--- src/rtl/mac_dot_pipe.sv ---
// mac_dot_pipe: pipelined fixed-point dot-product engine.
//
// One job starts with a start pulse carrying the beat count len. Each
// accepted beat supplies LANES signed operand/weight pairs. These are
// multiplied (stage 1), summed across lanes (stage 2) and added into a
// wrapping accumulator (stage 3). When the last beat has left the
// pipeline, the result is presented on out_acc/out_data. It is held with
// out_valid until out_ready takes it.
//
// Ports:
//   clk        single clock, all state on the rising edge
//   rst_n      asynchronous active-low reset
//   start      begins a job (only honoured in IDLE), len sampled with it
//   len        number of beats in the job (0 gives an immediate zero result)
//   in_valid   beat valid; a beat is taken when in_valid && in_ready
//   in_ready   high in RUN while fewer than len beats have been accepted
//   in_val     packed signed operands, lane 0 in the LSBs
//   weight     packed signed weights, lane 0 in the LSBs
//   out_valid  result valid, held until taken
//   out_ready  result taken when out_valid && out_ready
//   out_acc    raw accumulator with 2*FRAC_BITS fraction bits
//   out_data   accumulator rounded (half up) to FRAC_BITS fraction bits
//   busy       high whenever the engine is not IDLE
//
// Build option: define MAC_DOT_SAT_EN to clamp out_data to the DATA_W
// signed range. Without it, out_data wraps to its low DATA_W bits.
// out_acc is identical in both builds.

module mac_dot_pipe #(
  parameter int DATA_W    = 16,
  parameter int FRAC_BITS = 10,
  parameter int LANES     = 4,
  parameter int ACC_W     = 40,
  parameter int LEN_W     = 8
) (
  input  logic                      clk,
  input  logic                      rst_n,
  input  logic                      start,
  input  logic [LEN_W-1:0]          len,
  input  logic                      in_valid,
  output logic                      in_ready,
  input  logic [LANES*DATA_W-1:0]   in_val,
  input  logic [LANES*DATA_W-1:0]   weight,
  output logic                      out_valid,
  input  logic                      out_ready,
  output logic [ACC_W-1:0]          out_acc,
  output logic [DATA_W-1:0]         out_data,
  output logic                      busy
);

  typedef enum logic [1:0] {IDLE, RUN, DRAIN, DONE} state_t;

  localparam logic signed [ACC_W:0] HALF = (ACC_W+1)'(1) << (FRAC_BITS - 1);

  state_t                    state;
  logic [LEN_W-1:0]          len_q;
  logic [LEN_W-1:0]          beat_cnt;
  logic                      drain_cnt;
  logic                      accept;

  logic signed [2*DATA_W-1:0] prod_d [LANES];
  logic signed [2*DATA_W-1:0] prod_q [LANES];
  logic                       prod_vld;
  logic signed [ACC_W-1:0]    sum_d;
  logic signed [ACC_W-1:0]    sum_q;
  logic                       sum_vld;
  logic signed [ACC_W-1:0]    acc_q;

  logic signed [ACC_W:0]      rounded;
  logic signed [ACC_W:0]      shifted;
  logic [DATA_W-1:0]          out_data_nxt;

  assign in_ready = (state == RUN) && (beat_cnt < len_q);
  assign accept   = in_valid && in_ready;
  assign busy     = (state != IDLE);

  // Lane products: operands are widened before the multiply so the full
  // 2*DATA_W signed product is kept.
  always_comb begin
    for (int l = 0; l < LANES; l++) begin
      prod_d[l] = (2*DATA_W)'($signed(in_val[l*DATA_W +: DATA_W])) *
                  (2*DATA_W)'($signed(weight[l*DATA_W +: DATA_W]));
    end
  end

  // Lane sum, each product sign-extended to accumulator width
  always_comb begin
    sum_d = '0;
    for (int l = 0; l < LANES; l++) begin
      sum_d = sum_d + ACC_W'(prod_q[l]);
    end
  end

  // Rescale: one extra bit so the rounding add cannot overflow, then an
  // arithmetic shift drops the extra fraction bits.
  always_comb begin
    rounded = (ACC_W+1)'(acc_q) + HALF;
    shifted = rounded >>> FRAC_BITS;
  end

`ifdef MAC_DOT_SAT_EN
  localparam logic signed [DATA_W-1:0] DMAX = {1'b0, {(DATA_W-1){1'b1}}};
  localparam logic signed [DATA_W-1:0] DMIN = {1'b1, {(DATA_W-1){1'b0}}};

  always_comb begin
    if (shifted > (ACC_W+1)'(DMAX)) begin
      out_data_nxt = DMAX;
    end else if (shifted < (ACC_W+1)'(DMIN)) begin
      out_data_nxt = DMIN;
    end else begin
      out_data_nxt = shifted[DATA_W-1:0];
    end
  end
`else
  logic unused_bits;
  assign unused_bits  = ^shifted[ACC_W:DATA_W];
  assign out_data_nxt = shifted[DATA_W-1:0];
`endif

  // Datapath pipeline. The accumulator is cleared when a job is started,
  // and it only moves when a real beat reaches stage 3, so gaps are bubbles.
  always_ff @(posedge clk or negedge rst_n) begin
    if (!rst_n) begin
      for (int l = 0; l < LANES; l++) prod_q[l] <= '0;
      prod_vld <= 1'b0;
      sum_q    <= '0;
      sum_vld  <= 1'b0;
      acc_q    <= '0;
    end else begin
      prod_vld <= accept;
      if (accept) begin
        for (int l = 0; l < LANES; l++) prod_q[l] <= prod_d[l];
      end
      sum_vld <= prod_vld;
      if (prod_vld) sum_q <= sum_d;
      if (state == IDLE && start) begin
        acc_q <= '0;
      end else if (sum_vld) begin
        acc_q <= acc_q + sum_q;
      end
    end
  end

  // Control FSM. DRAIN covers the two cycles the last beat needs to reach
  // the accumulator. DONE spends its first cycle capturing the result,
  // and it then holds it until the handshake.
  always_ff @(posedge clk or negedge rst_n) begin
    if (!rst_n) begin
      state     <= IDLE;
      len_q     <= '0;
      beat_cnt  <= '0;
      drain_cnt <= 1'b0;
      out_valid <= 1'b0;
      out_acc   <= '0;
      out_data  <= '0;
    end else begin
      case (state)
        IDLE: begin
          if (start) begin
            len_q    <= len;
            beat_cnt <= '0;
            state    <= (len == '0) ? DONE : RUN;
          end
        end
        RUN: begin
          if (accept) begin
            beat_cnt <= beat_cnt + LEN_W'(1);
            if (beat_cnt + LEN_W'(1) == len_q) begin
              state     <= DRAIN;
              drain_cnt <= 1'b0;
            end
          end
        end
        DRAIN: begin
          if (drain_cnt) begin
            state <= DONE;
          end else begin
            drain_cnt <= 1'b1;
          end
        end
        DONE: begin
          if (!out_valid) begin
            out_valid <= 1'b1;
            out_acc   <= acc_q;
            out_data  <= out_data_nxt;
          end else if (out_ready) begin
            out_valid <= 1'b0;
            state     <= IDLE;
          end
        end
        default: state <= IDLE;
      endcase
    end
  end

endmodule

--- config.mk ---
export PLATFORM = sky130hd
export DESIGN_NAME = mac_dot_pipe
export DESIGN_NICKNAME = d
export VERILOG_FILES = /design/src/rtl/mac_dot_pipe.sv
export SDC_FILE = /design/constraint.sdc
export NUM_CORES = 2
export LEC_CHECK = 0
export ABC_AREA = 1
export BUFFER_PORTS_ARGS = -buffer_cell sky130_fd_sc_hd__buf_4
export CORE_ASPECT_RATIO = 0.5
export CORE_MARGIN = 4
export CORE_UTILIZATION = 30
export DETAILED_ROUTE_END_ITERATION = 8
export PLACE_DENSITY = 0.5
export SLEW_MARGIN = 20
export SYNTH_ARGS = -nofsm -noshare
export SYNTH_HDL_FRONTEND = slang
export SYNTH_SLANG_ARGS = --single-unit
--- constraint.sdc ---
create_clock -name clk -period 2.8 [get_ports clk]
set_clock_uncertainty 0.05 [all_clocks]
set_input_delay 0.56 -clock clk [delete_from_list [all_inputs] [get_ports clk]]
set_output_delay 0.56 -clock clk [all_outputs]
set_load 0.01 [all_outputs]
==> summary.md <==
| Metric | Value |
|---|---|
| Status | finished, violations left |
| Failing checks | negative setup slack |
| Die area | 205000 um^2 |
| Placed Area | 72100 um^2 |
| Clock root cell | clkbuf_16 |
| Area Overhead vs Synth | 33.1% |
| CP Data Required Time | 3.27 ns |
| Final WL | 181000 um |
| IO Count | 200 |
| Most used cell, CP | fa_2 |
| CTS tree | yes |
| Post-route setup slack | -2.22 ns |
| Ranking of synthesized cells by area | fa_1 38%, nand2_1 14%, inv_1 13%, dfrtp_1 12%, ha_1 8.8% |
| Via Count | 50.5k |
| Final Critical Period | 5.02 ns |
| Worst r2r src | prod_q[33]$_DFFE_PN0P_ |
| Commonest cells in the netlist | 2178 x nand2_1, 1986 x inv_1, 1114 x fa_1, 415 x ha_1, 349 x nor2_1 |
| Final period util | 179% |
| Critical path fanouts, max | 7 |
| Yosys top cell area share | 37.7% |
| Reg2reg setup slack | -0.73 ns |
| Initial Util | 30.4% |
| Max_cap viols | 0 |
| Worst Tran Pin Value | 0.679 ns |
| Pre-CTS WS | -3.12 ns |
| Clock insertion delay at the later pin of the skew report | 0.66 ns |
| Layout cells sized above 1 | 27.1% |
| H-tree lvl count | 1 |
| Crit. End Element | flip-flop |
| Critical Path AT | 5.49 ns |
| Worst hold path type | input port to flip-flop |
| Area occupied by multi-input gates | 49600 um^2 |
| Crit. Startpoint | in_val[31] |
| Core area | 195000 um^2 |
| EDFF count, synth | 0 |
| Initial antenna violation count | 1 |
| Post-route cell area | 78800 um^2 |
| Critical R2R Capture | sum_q[13]$_DFFE_PN0P_ |
| Netlist cell types | 41 |
| Ys async rst share | 100% |
| Startpoint class of the critical path | input port |
| Syn Nets | 9435 |
| Largest net degree at the start of global routing | 68 |
| Crit path kind | input port to flip-flop |
| RSZ-0062 raised after global routing | true |
| DP Wirelength | 155000 um |
| F_max | 199 MHz |
| DR vias/cell | 4.47 |
| Mapped Cells | 7765 |
| Clk slew on worst S/H paths | 0.07 ns |
| Die W | 636 um |
| Worst-path cell chain | clkbuf_16 > nand2_4 > inv_2 > fa_2 > fa_2 > buf_6 > fa_2 > inv_2 > fa_1 > inv_2 > fa_1 > fa_2 > ha_4 > nand2_4 > nor2_4 > nand2_2 > nor4_4 > nand2_1 > nand2_2 > nand3_2 > nand3_2 > nand2_1 |
| Fillers | 20.0k |
| Drt pass-1 iters | 6 |
| All-Layer GR Usage | 17.9% |
| R2R cell count | 15 |
| Final setup viols | 140 |
| First-pass GRT wire length | 293000 um |
| WL/cell | 16.0 um |
| First DRT Iteration DRCs | 2881 |
| Routability congestion estimate | 0.921 |
| Grt ovf | 0 |
| Register area | 7030 um^2 |
| Number of global-route vias before repair | 53.3k |
| Slew headroom | 54.7% |
| PortBufs | 199 |
| Post-synthesis cell area | 59200 um^2 |
| Number of synthesized register bits | 281 |
| Num rows | 114 |
| DRC | 0 |
| Warnings from Yosys | 0 |
| Syn avg cell area | 7.63 um^2 |
| Top_reg_cell synth | dfrtp_1 |
| Maximum buffer depth of the clock tree | 3 |
| CP max stage delay | 0.63 ns |
| Routed Antenna Nets | 0 |
| Final #Nets | 10.3k |
| Die height | 322 um |
| CP max-delay cell | fa_2 |
| Sink Count | 281 |
| Critical Path Sink | prod_q[95]$_DFFE_PN0P_ |
| CTS Buf Count | 31 |
| Register area share after synthesis | 11.9% |
| Final hold violation count | 0 |
| Most common cell in the netlist | nand2_1 |
| Dominant cell type by area after synthesis | fa_1 |
| Pins Over Slew Limit | 0 |
==> cell type report <==
class | count | share of cell area [%]
clock inverter | 19 | 0.332
clock buffer | 38 | 1.07
sequential | 281 | 8.92
antenna | 1 | 0.00318
tap | 2610 | 4.14
timing repair buffer | 1154 | 13.0
timing repair inverter | 1 | 0.00953
inverter | 1988 | 9.53
multi-input combinational | 5206 | 63.0
==> stage by stage <==
| stage | setup TNS [ns] | hold slack (ns) | util, % | cells |
|---|---|---|---|---|
| finish | -216.02 | 0.0752 | 40.5 | 11300 |
| detailed placement | -298.34 | 0.414 | 37.0 | 11100 |
| floorplan | -230.25 | 0.214 | - | 7765 |
| CTS | -213.63 | 0.0347 | 39.5 | 11200 |
| global placement | -296.56 | 0.412 | 37.0 | 11100 |
| global route | -238.55 | 0.0571 | 40.5 | 11300 |
==> state kept, by name (all words and copies together) (netlist names), 2 cells and up <==
register,cells
len_q,8
out_acc,40
beat_cnt,8
out_data,16
state,2
acc_q,40
prod_q,128
sum_q,35
==> timing repair <==
item / in CTS / in global routing
hold buffers: 1 / 0
pin swaps: 419 / 337
hold endpoints to repair: 54 / 0
buffers inserted: 89 / 51
setup endpoints to repair: 139 / 141
gates resized for setup: 716 / 421
cloned: 8 / 2
==> per-layer routing <==
layer	track usage, %	routed length, um	vias to the layer above	part of all wire [%]
met5	0	0	-	0
met4	1.92	1840	0	1.0
met3	3.07	9800	118	5.4
met2	29.7	83900	845	46
met1	25.2	85400	25000	47
li1	-	-	24600	-
==> how the worst min path moves through the flow <==
| stage | from | to | slack [ns] | cells after the start |
|---|---|---|---|---|
| floorplan | rst_n | acc_q[0]$_DFFE_PN0P_ | 0.21 | 0 |
| global placement | out_acc[23]$_DFFE_PN0P_ | out_acc[23]$_DFFE_PN0P_ | 0.41 | 2 |
| detailed placement | out_acc[37]$_DFFE_PN0P_ | out_acc[37]$_DFFE_PN0P_ | 0.41 | 2 |
| CTS | len[0] | len_q[0]$_DFFE_PN0P_ | 0.03 | 3 |
| global route | len[0] | len_q[0]$_DFFE_PN0P_ | 0.06 | 3 |
| finish | len[0] | len_q[0]$_DFFE_PN0P_ | 0.08 | 3 |
==> kinds of logic (layout without fill, tap and decap cells) <==
family                     Yosys count  in the layout  share of synthesized area, %
adders and majority gates         1529           1529                          46.4
AOI/OAI and AO/OA                  589            589                          5.38
buffers and inverters             2278           3200                          14.5
other                                0              1                             0
and+or+nand+nor                   2985           2985                          20.3
DFF                                281            281                          11.9
xor gates and xnor gates           103            103                          1.55
==> worst max-delay path, delay by kind of cell <==
kind	cells	cell delay (ns)
adder cells (fa/ha/maj)	7	3.63
AND/OR/NAND/NOR	10	0.87
buffers and inverters	5	0.42
==> placed cells by master (no fill, tap or decap), drive strengths merged, types with 10 or more instances in the layout <==
cell type	netlist	layout
o21a	20	20
inv	1987	1989
buf	28	1147
a21oi	221	221
nor2	352	352
nor3	35	35
xor2	30	30
dfrtp	281	281
xnor2	72	72
fa	1114	1114
nor4	11	11
nand4	65	65
nand2	2179	2179
a21boi	10	10
nand3b	25	25
clkinv	1	10
nand3	285	285
or2	30	30
clkbuf	262	40
o21bai	33	33
o21ai	270	270
ha	415	415
Power is left out: the tool's default activity adds up to more than one toggle a clock period on the data nets, which glitch-free logic cannot reach.
